$ cat src/rtl/hazard_unit_mc.sv
// Hazard controller for the cached five-stage pipeline with a multi-cycle MDU:
// operand forwarding, cache freeze, load-use sequencer, MDU occupancy FSM and perf counters.
module hazard_unit_mc #(
  parameter int REG_W          = 5,
  parameter int LOAD_USE_STALL = 1,
  parameter int MDU_LAT        = 4,
  parameter int CNT_W          = 32
) (
  input  logic             clk,
  input  logic             rst,
  input  logic [REG_W-1:0] Rs1D,
  input  logic [REG_W-1:0] Rs2D,
  input  logic [REG_W-1:0] Rs1E,
  input  logic [REG_W-1:0] Rs2E,
  input  logic [REG_W-1:0] RdE,
  input  logic [REG_W-1:0] RdM,
  input  logic [REG_W-1:0] RdW,
  input  logic             RegWriteM,
  input  logic             RegWriteW,
  input  logic [1:0]       ResultSrcE,
  input  logic [1:0]       PCSrcE,
  input  logic             MduStartE,
  input  logic             CacheStall,
  input  logic             branch_mispredict_i,
  output logic [1:0]       ForwardAE,
  output logic [1:0]       ForwardBE,
  output logic             StallFetch,
  output logic             StallDecode,
  output logic             StallExecute,
  output logic             StallMemory,
  output logic             FlushDecode,
  output logic             FlushExecute,
  output logic             FlushMemory,
  output logic             FlushWriteback,
  output logic             pc_redirect_o,
  output logic             MduBusy,
  output logic [CNT_W-1:0] StallCount,
  output logic [CNT_W-1:0] FlushCount
);

  typedef enum logic {
    IDLE = 1'b0,
    BUSY = 1'b1
  } mdu_state_t;

  localparam logic [3:0] MCNT_INIT = 4'(MDU_LAT - 2);
  localparam logic [2:0] LCNT_INIT = 3'(LOAD_USE_STALL - 1);

  mdu_state_t       state_reg;
  logic [3:0]       mcnt_reg;
  logic [2:0]       lcnt_reg;
  logic [CNT_W-1:0] stall_count_reg;
  logic [CNT_W-1:0] flush_count_reg;

  logic mdu_stall;
  logic lu_detect;
  logic lu_stall;

  function automatic logic [1:0] fwd_sel(input logic [REG_W-1:0] rs);
    if (rs == '0)                    return 2'b00;
    else if (rs == RdM && RegWriteM) return 2'b10;
    else if (rs == RdW && RegWriteW) return 2'b01;
    else                             return 2'b00;
  endfunction

  assign ForwardAE = fwd_sel(Rs1E);
  assign ForwardBE = fwd_sel(Rs2E);

  // MduStartE only matters from IDLE; BUSY stalls until the last occupancy cycle.
  assign mdu_stall = (state_reg == IDLE) ? MduStartE : (mcnt_reg != 4'd0);
  assign lu_detect = (ResultSrcE == 2'b01) && (RdE != '0) && ((RdE == Rs1D) || (RdE == Rs2D));
  assign lu_stall  = (lcnt_reg != 3'd0) || lu_detect;

  assign MduBusy    = (state_reg == BUSY);
  assign StallCount = stall_count_reg;
  assign FlushCount = flush_count_reg;

  always_comb begin
    StallFetch     = 1'b0;
    StallDecode    = 1'b0;
    StallExecute   = 1'b0;
    StallMemory    = 1'b0;
    FlushDecode    = 1'b0;
    FlushExecute   = 1'b0;
    FlushMemory    = 1'b0;
    FlushWriteback = 1'b0;
    pc_redirect_o  = 1'b0;
    if (rst) begin
      StallFetch = 1'b0;
    end else if (CacheStall) begin
      StallFetch     = 1'b1;
      StallDecode    = 1'b1;
      StallExecute   = 1'b1;
      StallMemory    = 1'b1;
      FlushWriteback = 1'b1;
    end else if (mdu_stall) begin
      StallFetch   = 1'b1;
      StallDecode  = 1'b1;
      StallExecute = 1'b1;
      FlushMemory  = 1'b1;
    end else if (branch_mispredict_i) begin
      pc_redirect_o = 1'b1;
      FlushDecode   = 1'b1;
      FlushExecute  = 1'b1;
    end else if (PCSrcE != 2'b00) begin
      FlushDecode  = 1'b1;
      FlushExecute = 1'b1;
    end else if (lu_stall) begin
      StallFetch   = 1'b1;
      StallDecode  = 1'b1;
      FlushExecute = 1'b1;
    end
  end

  always_ff @(posedge clk or posedge rst) begin
    if (rst) begin
      state_reg       <= IDLE;
      mcnt_reg        <= 4'd0;
      lcnt_reg        <= 3'd0;
      stall_count_reg <= '0;
      flush_count_reg <= '0;
    end else begin
      if (StallFetch && (stall_count_reg != '1))
        stall_count_reg <= stall_count_reg + {{(CNT_W-1){1'b0}}, 1'b1};
      if (FlushDecode && (flush_count_reg != '1))
        flush_count_reg <= flush_count_reg + {{(CNT_W-1){1'b0}}, 1'b1};

      // A cache freeze holds both sequencers so they stretch by the frozen cycles.
      if (!CacheStall) begin
        case (state_reg)
          IDLE: begin
            if (MduStartE) begin
              state_reg <= BUSY;
              mcnt_reg  <= MCNT_INIT;
            end
          end
          BUSY: begin
            if (mcnt_reg != 4'd0)
              mcnt_reg <= mcnt_reg - 4'd1;
            else
              state_reg <= IDLE;
          end
          default: state_reg <= IDLE;
        endcase

        if (!mdu_stall) begin
          if (branch_mispredict_i || (PCSrcE != 2'b00))
            lcnt_reg <= 3'd0;
          else if (lcnt_reg != 3'd0)
            lcnt_reg <= lcnt_reg - 3'd1;
          else if (lu_detect)
            lcnt_reg <= LCNT_INIT;
        end
      end
    end
  end

endmodule

$ cat config.mk
export PLATFORM = sky130hd
export DESIGN_NAME = hazard_unit_mc
export DESIGN_NICKNAME = d
export VERILOG_FILES = /design/src/rtl/hazard_unit_mc.sv
export SDC_FILE = /design/constraint.sdc
export NUM_CORES = 1
export LEC_CHECK = 0
export CAP_MARGIN = 10
export CORE_ASPECT_RATIO = 0.75
export CORE_MARGIN = 8
export CORE_UTILIZATION = 30
export DETAILED_ROUTE_END_ITERATION = 7
export SLEW_MARGIN = 20
export SYNTH_ARGS = -nofsm -noshare
export SYNTH_HDL_FRONTEND = slang
export SYNTH_SLANG_ARGS = --single-unit
$ cat constraint.sdc
create_clock -name clk -period 14.9 [get_ports clk]
set_clock_uncertainty 0.05 [all_clocks]
set_input_delay 4.47 -clock clk [delete_from_list [all_inputs] [get_ports clk]]
set_output_delay 4.47 -clock clk [all_outputs]
set_load 0.005 [all_outputs]
==> results.tsv, run 1 <==
stage	metric	value	unit
critical_path	crit_slowest_cell	a31oi_4	
critical_path	critPathTopFamily	buffers and inverters	
clocking	postCtsSetupBuffers	0	
clocking	root_buffer	clkbuf_16	
critical_path	worstSetupEndpointType	primary output	
power_and_ir_drop	p_int	420.2	uW
detailed_routing	drc	0	
clocking	cts_hold_buf	0	
final_layout	fill_cells	1272	
clocking	cts.path.max_buffers	2	
detailed_routing	dr.pass1.iters	4	
timing	fin_crit_sh	77.00	%
critical_path	crit_fanout	27	
power_and_ir_drop	switching_power	167.7	uW
final_layout	area_growth	41.66	%
final_layout	layoutNonFillerInstCount	706	
detailed_routing	vias	3484	
timing	worst_slack	3.427	ns
floorplanning	ios	124	
floorplanning	rows	36	
power_and_ir_drop	power_frac_comb	22.9	%
placed_design	dpl.hpwl	8.455	mm
floorplanning	core	0.01306	sq mm
final_layout	finalNetCount	580	
global_route	grt_usage	12.45	%
timing	tns	0	ns
synth	netlist_instances	404	
floorplanning	dieArea	0.01740	sq mm
critical_path	crit_chain	clkdlybuf4s50_1 -> or4_1 -> nor2_1 -> nor3b_1 -> a31oi_4 -> inv_2 -> clkdlybuf4s50_1	
placed_design	dp_cells	691	
global_route	grt_overflow	0	
global_route	grt_pass1_vias	3427	
clocking	clk_latency	0.33	ns
synth	ys_warn_count	0	
synth	seq_area_frac_synth	44.80	%
synth	synth-main-ff-cell	dfrtp_1	
synth	yosys.cell_types.count	49	
global_route	grt_pass1_wl	17.26	mm
power_and_ir_drop	pwr-share-seq	43.5	%
power_and_ir_drop	p_sw_share	28.52	%
power_and_ir_drop	p_clk_share	33.6	%
floorplanning	start_util	30.79	%
detailed_routing	viasPerCell	4.935	
synth	synth_edf_count	0	
power_and_ir_drop	vdd_drop_max	0.00006473	V
clocking	clk_pin_slew	0.06	ns
clocking	cts_sinks	72	
power_and_ir_drop	finalPower	587.9	uW
synth	synth_top_area_share	44.80	%
critical_path	r2r_setup_slack	12.13	ns
flow_run	drv_cap	0	
critical_path	required	10.38	ns
clocking	cts_buffers	9	
placed_design	io_buffer_count	123	
timing	rsz0062_at_grt	no	
clocking	cts_tree	built	
power_and_ir_drop	powerDensity	103.2	mW/mm^2
timing	hold_viol_final	0	
critical_path	crit_type	input pin to primary output	
critical_path	cp-start-kind	input pin	
clocking	htree_levels	3	
placed_design	gp_congestion	0.7689	
synth	ys_seq_elements	72	
floorplanning	die_w	149.7	microns
timing	drv_slew	0	
critical_path	cpMostUsedCell	clkdlybuf4s50_1	
critical_path	cp.arrival	6.95	ns
synth	synthArstFlopShare	100.0	%
global_route	grt_max_degree	74	
synth	ys_top_cells_by_area	dfrtp_1 45%, xor2_1 10%, xnor2_1 8.7%, nand2_1 3.5%, nand4_1 3.4%	
critical_path	cp_slowest_stage_delay	0.62	ns
worst_hold_path	hold_path_class	flip-flop to flip-flop	
detailed_routing	finalWirelength	10.85	mm
timing	layout_min_cycle_time	11.47	ns
detailed_routing	drtIter0Drc	125	
final_layout	diodes	0	
final_layout	layout-drive-gt1-share	6.168	%
global_route	antenna_found_initial	0	
synth	synth_fp_nets	453	
floorplanning	die_height	116.3	microns
detailed_routing	drtAntennaViolNets	0	
synth	synthesis.area	0.004021	sq mm
timing	fmax	87.16	MHz
timing	relSlewSlack	38.35	%
synth	synth.avg_cell_area	9.954	sq um
timing	setup_viol	0	
detailed_routing	wire_per_inst	15.36	microns
power_and_ir_drop	cellLeakagePower	0.002340	uW
synth	yosys.area.top_type	dfrtp_1	
placed_design	dpl_worst_slack	3.421	ns
timing	worst_slew_pin_slew	0.9248	ns
final_layout	final_util	43.61	%
critical_path	critPathBufInv	3	
run_status	status	finished clean	
clocking	post_cts_resized	0	
worst register-to-register path, stage by stage, from the launching register on:
cell and delay (ns):
dfrtp_1 0.41, inv_1 0.07, ha_1 0.20, and4bb_2 0.26
o21ai_2 0.10, o21a_1 0.23, a31oi_4 0.61, inv_2 0.17
and2_1 0.22, mux2_1 0.31
Yosys cell counts (6+ instances only):
master	n
dfrtp_1	72
xor2_1	48
xnor2_1	40
nand2_1	37
nor2_1	30
nand3_1	24
nand4_1	22
nor3_1	19
and3_1	13
inv_1	12
nor4_1	11
and4_1	6
placed cells by master, fill, tap and decap left out, types with 3 or more instances in the layout:
cell,synthesis,final
and3_1,13,13
clkbuf_16,0,9
o21ai_0,5,5
clkinv_2,0,4
a21oi_1,4,4
and2_1,3,3
nor3_1,19,19
nand2_1,37,37
and4_1,6,6
xor2_1,48,48
nand4_1,22,22
nor4b_1,5,5
ha_1,3,3
nor2_1,30,30
nor3b_1,3,3
nor4_1,11,11
inv_1,12,11
dfrtp_1,72,72
or4_1,4,4
nand3_1,24,24
xnor2_1,40,40
clkdlybuf4s50_1,0,123
metrics by stage:
stage / cell area [sq um] / hold WS, ns
3_5_place_dp: 5424 / 0.4341
4_1_cts: 5697 / 0.4403
5_1_grt: 5697 / 0.4596
6_report: 5697 / 0.4351
2_1_floorplan: 4021 / 0.4270
3_3_place_gp: 5424 / 0.4303
per-layer routing:
metal  global-route usage [%]  up-vias  share of wire (%)
li1                         -     1694                  -
met5                        0        -                  0
met4                    4.050        0                1.2
met2                    18.86      109                 45
met3                    5.691       12                 10
met1                    15.50     1669                 44
power by group through the flow:
| stage | clock (uW) | combinational (uW) | sequential [uW] |
|---|---|---|---|
| finish | 197 | 135 | 256 |
| detailed placement | 0 | 137 | 259 |
| global placement | 0 | 135 | 257 |
| floorplan | 0 | 65.8 | 251 |
| CTS | 205 | 138 | 255 |
| global route | 214 | 150 | 261 |
cell type report:
| cell class | count | area, sq um | area share [%] |
|---|---|---|---|
| multi-input combinational | 311 | 2121 | 37.23 |
| sequential | 72 | 1802 | 31.63 |
| timing repair buffer | 124 | 1239 | 21.74 |
| clock buffer | 11 | 252.7 | 4.437 |
| tap | 171 | 214.0 | 3.756 |
| inverter | 13 | 48.80 | 0.8566 |
| clock inverter | 4 | 20.02 | 0.3514 |
final timing paths:
kind,start,to,cells after the start
setup / recovery,RdE[1],StallDecode,7
hold / removal,StallCount[21],StallCount[21],1
setup reg to reg,mcnt_reg[0],StallCount[1],9
hold reg to reg,StallCount[21],StallCount[21],1
max in group asynchronous,rst,StallCount[13],3
min in group asynchronous,rst,lcnt_reg[0],3
cell families (layout without fill, tap and decap cells):
kind of cell               Yosys count  count (layout)  synth area share [%]
and+or+nand+nor                    191             191                 26.01
xor gates and xnor gates            88              88                 19.17
DFF                                 72              72                 44.80
AOI/OAI and AO/OA                   25              25                 5.507
buffers and inverters               21             152                 2.458
muxes                                4               4                 1.120
adders and majority gates            3               3                0.9335
Note: power is estimated with default switching activity, not from simulation.
==> run 2, diff against run 1 <==
clock period = 10.8 ns   (was 14.9 ns; I/O delays follow)
==> run 2 against run 1 <==
  * Setup slack got worse by 1.7 ns
  * Non-clock buffer count stayed put
  * Cell count is the same
  * Worst hold slack better by 0.0036 ns
  * Critical path depth did not move
  * Via count shrank 1.3%
  * First-iteration DRC count increased by 20%
  * Clock-buffer cell count shrank 1
  * Largest cell class unchanged
  * Largest power group unchanged
==> results.tsv, run 2 (same netlist as run 1, synthesis figures left out) <==
stage	metric	value	unit
run_status	status	finished clean	
placed_design	gp_congestion	0.7688	
placed_design	dpl.hpwl	8.446	mm
critical_path	required	7.51	ns
clocking	cts_tree	built	
final_layout	diodes	0	
clocking	post_cts_resized	0	
timing	fin_crit_sh	83.59	%
global_route	grt_usage	12.42	%
flow_run	drv_cap	0	
timing	drv_slew	0	
floorplanning	rows	36	
placed_design	io_buffer_count	123	
final_layout	fill_cells	1268	
clocking	clk_latency	0.33	ns
power_and_ir_drop	powerDensity	148.9	mW/mm^2
timing	hold_viol_final	0	
timing	tns	0	ns
clocking	htree_levels	3	
detailed_routing	drtAntennaViolNets	0	
detailed_routing	vias	3440	
detailed_routing	drc	0	
global_route	antenna_found_initial	0	
worst_hold_path	hold_path_class	flip-flop to flip-flop	
timing	setup_viol	0	
critical_path	crit_type	input pin to primary output	
timing	fmax	110.8	MHz
detailed_routing	finalWirelength	10.87	mm
final_layout	area_growth	42.84	%
clocking	postCtsSetupBuffers	0	
detailed_routing	viasPerCell	4.873	
clocking	cts.path.max_buffers	2	
clocking	cts_hold_buf	0	
detailed_routing	drtIter0Drc	150	
clocking	clk_pin_slew	0.06	ns
critical_path	crit_fanout	27	
final_layout	layoutNonFillerInstCount	706	
placed_design	dp_cells	691	
floorplanning	start_util	30.79	%
timing	worst_slew_pin_slew	0.9207	ns
floorplanning	core	0.01306	sq mm
detailed_routing	dr.pass1.iters	4	
floorplanning	die_height	116.3	microns
final_layout	mostFrequentLayoutCell	clkdlybuf4s50_1	
global_route	grt_pass1_wl	17.26	mm
timing	layout_min_cycle_time	9.028	ns
final_layout	finalNetCount	580	
clocking	cts_buffers	9	
critical_path	cp-start-kind	input pin	
global_route	grt_pass1_vias	3458	
global_route	grt_overflow	0	
critical_path	cp.arrival	5.74	ns
final_layout	final_util	43.98	%
floorplanning	dieArea	0.01740	sq mm
floorplanning	die_w	149.7	microns
power_and_ir_drop	vdd_drop_max	0.00009549	V
floorplanning	ios	124	
final_layout	final_cell_mix	123 x clkdlybuf4s50_1, 72 x dfrtp_1, 48 x xor2_1	
timing	worst_hold_slack	0.4387	ns
timing	rsz0062_at_grt	no	
power_and_ir_drop	cellLeakagePower	0.002354	uW
final_layout	layout-drive-gt1-share	6.168	%
global_route	grt_max_degree	74	
critical_path	worstSetupEndpointType	primary output	
timing	relSlewSlack	38.62	%
detailed_routing	wire_per_inst	15.39	microns
clocking	cts_sinks	72	
clocking	root_buffer	clkbuf_16	
-- run 2: power breakdown --
part | internal, uW | leakage, uW | switching (uW)
sequential | 304 | 0.000935 | 48.1
combinational | 111 | 0.00126 | 76.3
clock | 207 | 0.000155 | 109
-- run 2: per-stage QoR --
| stage | instance area [sq um] | worst slack (ns) | power [uW] |
|---|---|---|---|
| after detailed placement | 5424 | 1.767 | 546.0 |
| after global routing | 5744 | 1.615 | 903.7 |
| after global placement | 5424 | 1.816 | 540.3 |
| final | 5744 | 1.772 | 855.2 |
| after floorplan | 4021 | 2.142 | 436.7 |
| after CTS | 5744 | 1.765 | 868.1 |
-- run 2: routing by layer --
| metal | global-route usage (%) | wire length, microns |
|---|---|---|
| met1 | 15.75 | 4913 |
| met5 | 0 | 0 |
| met4 | 3.121 | 88 |
| met2 | 19.07 | 4856 |
| met3 | 5.381 | 1008 |
-- run 2: final timing paths --
path	startpoint	end	slack, ns	depth (start not counted)
max	RdE[1]	StallDecode	1.77	7
min	StallCount[15]	StallCount[15]	0.44	1
max reg2reg	mcnt_reg[0]	StallCount[1]	8.05	9
min reg2reg	StallCount[15]	StallCount[15]	0.44	1
max in group asynchronous	rst	FlushCount[0]	6.41	3
min in group asynchronous	rst	lcnt_reg[0]	3.70	3
-- run 2: area by class of cell --
| cell class | instances | area, sq um | share of cell area [%] |
|---|---|---|---|
| multi-input cells | 311 | 2121 | 36.92 |
| flip-flops and latches | 72 | 1802 | 31.37 |
| repair buffers | 124 | 1239 | 21.56 |
| clock buffers | 10 | 239.0 | 4.160 |
| well taps | 171 | 214.0 | 3.725 |
| clock inverters | 5 | 81.33 | 1.416 |
| inverters | 13 | 48.80 | 0.8495 |
-- run 2: critical path, stage by stage --
cell and delay, ns:
clkdlybuf4s50_1 0.47, or4_1 0.55, nor2_1 0.11, nor3b_1 0.09, a31oi_4 0.62, inv_2 0.16, clkdlybuf4s50_1 0.49
==> run 3, diff against run 2 <==
clock period = 8.7 ns   (was 10.8 ns; I/O delays follow)
==> run 3 against run 2 <==
  * Combinational power rose by 25%
  * Sequential cell count stayed put
  * Setup slack lost 0.36 ns
  * Sequential power rose by 24%
  * Die area did not move
  * Sequential share of layout area up 0.14 points
  * Largest cell class unchanged
  * Largest power group unchanged
  * Highest routed layer unchanged
==> results.tsv, run 3 (same netlist as run 1, synthesis figures left out) <==
stage	metric	value	unit
clocking	root_buffer	clkbuf_16	
detailed_routing	finalWirelength	11.08	mm
worst_hold_path	hold_path_class	flip-flop to flip-flop	
clocking	cts_sinks	72	
floorplanning	rows	36	
timing	fin_crit_sh	83.77	%
power_and_ir_drop	powerDensity	180.2	mW/mm^2
critical_path	cp_slowest_stage_delay	0.55	ns
global_route	grt_max_degree	73	
timing	tns	0	ns
global_route	grt_usage	13.05	%
critical_path	cp.arrival	4.63	ns
detailed_routing	drc	0	
run_status	status	finished clean	
timing	worst_slew_pin_slew	0.9351	ns
timing	hold_viol_final	0	
detailed_routing	drtAntennaViolNets	0	
final_layout	final_cell_mix	123 x clkdlybuf4s50_1, 72 x dfrtp_1, 48 x xor2_1	
timing	worst_slack	1.412	ns
global_route	grt_overflow	0	
critical_path	cp-start-kind	input pin	
floorplanning	dieArea	0.01740	sq mm
detailed_routing	vias	3481	
global_route	antenna_found_initial	0	
critical_path	required	6.04	ns
placed_design	gp_congestion	0.7928	
placed_design	dpl_worst_slack	1.393	ns
clocking	cts_buffers	9	
clocking	cts.path.max_buffers	2	
power_and_ir_drop	vdd_drop_max	0.0001184	V
critical_path	crit_fanout	3	
final_layout	mostFrequentLayoutCell	clkdlybuf4s50_1	
final_layout	diodes	0	
detailed_routing	wire_per_inst	15.67	microns
flow_run	drv_cap	0	
clocking	cts_tree	built	
final_layout	layout-drive-gt1-share	6.157	%
placed_design	dp_cells	692	
critical_path	crit_slowest_cell	clkdlybuf4s50_1	
critical_path	crit_type	input pin to primary output	
clocking	clk_latency	0.33	ns
critical_path	worstSetupEndpointType	primary output	
detailed_routing	viasPerCell	4.924	
clocking	cts_hold_buf	0	
clocking	postCtsSetupBuffers	0	
global_route	grt_pass1_wl	18.16	mm
clocking	post_cts_resized	0	
timing	layout_min_cycle_time	7.288	ns
floorplanning	start_util	30.79	%
final_layout	finalNetCount	581	
placed_design	dpl.hpwl	8.601	mm
floorplanning	die_height	116.3	microns
detailed_routing	dr.pass1.iters	4	
timing	rsz0062_at_grt	no	
timing	fmax	137.2	MHz
floorplanning	core	0.01306	sq mm
worst_hold_path	whs_path_depth	1	
timing	relSlewSlack	37.66	%
critical_path	crit_chain	clkdlybuf4s50_1 -> or4_1 -> nor2_1 -> nor3b_1 -> nand2_1 -> a311oi_1 -> clkdlybuf4s50_1	
placed_design	io_buffer_count	123	
critical_path	worst-r2r-cell-count	7	
floorplanning	ios	124	
timing	setup_viol	0	
final_layout	layoutNonFillerInstCount	707	
global_route	grt_pass1_vias	3552	
final_layout	area_growth	42.22	%
critical_path	cpMostUsedCell	clkdlybuf4s50_1	
detailed_routing	drtIter0Drc	194	
floorplanning	die_w	149.7	microns
clocking	clk_pin_slew	0.05	ns
clocking	htree_levels	3	
timing	drv_slew	0	
power_and_ir_drop	cellLeakagePower	0.002349	uW
==> run 3: changes by cell type in the layout (fill, tap and decap cells not counted), sizes merged <==
cell / before / now
buf: 1 / 2
bufinv: 2 / 1
clkbuf: 10 / 11
clkinv: 2 / 3
clkinvlp: 1 / 0
==> run 3: path summary, 6_finish.rpt <==
kind	startpoint	end	slack, ns
max	RdE[3]	FlushExecute	1.41
max in group asynchronous	rst	mcnt_reg[1]	4.91
max reg2reg	StallCount[0]	StallCount[27]	6.17
min reg2reg	StallCount[21]	StallCount[21]	0.44
min in group asynchronous	rst	lcnt_reg[2]	3.06
min	StallCount[21]	StallCount[21]	0.44
==> run 3: report_power, final <==
part | internal [uW] | switching, uW | leakage (uW)
registers | 378 | 60.4 | 0.000935
logic | 138 | 95.3 | 0.00127
clock network | 226 | 133 | 0.000145
==> run 3: stage by stage <==
step | hold slack, ns | cell area, sq um | total power, uW | utilization (%)
finish | 0.4426 | 5719 | 1031 | 43.78
global placement | 0.4257 | 5431 | 671.4 | 41.58
detailed placement | 0.4350 | 5431 | 679.8 | 41.58
floorplan | 0.4270 | 4021 | 542.1 | -
CTS | 0.4447 | 5719 | 1049 | 43.78
global route | 0.4484 | 5719 | 1096 | 43.78
==> run 3: cell type report <==
type / instances / area, sq um
clock buffers: 11 / 242.7
clock inverters: 4 / 45.04
fillers: 1252 / 7343
inverters: 13 / 48.80
multi-input cells: 311 / 2121
flip-flops and latches: 72 / 1802
well taps: 171 / 214.0
repair buffers: 125 / 1246
==> run 3: worst max-delay path, delay by kind of cell <==
kind | cells | cell delay, ns
AOI/OAI and AO/OA | 1 | 0.26
buffers and inverters | 2 | 1.09
and+or+nand+nor | 4 | 0.66
==> run 3: metal layers <==
| metal | global-route usage [%] | share of wire [%] |
|---|---|---|
| met1 | 16.11 | 45 |
| met2 | 20.63 | 46 |
| met3 | 5.343 | 8.7 |
| met4 | 3.785 | 1.2 |
| met5 | 0 | 0 |
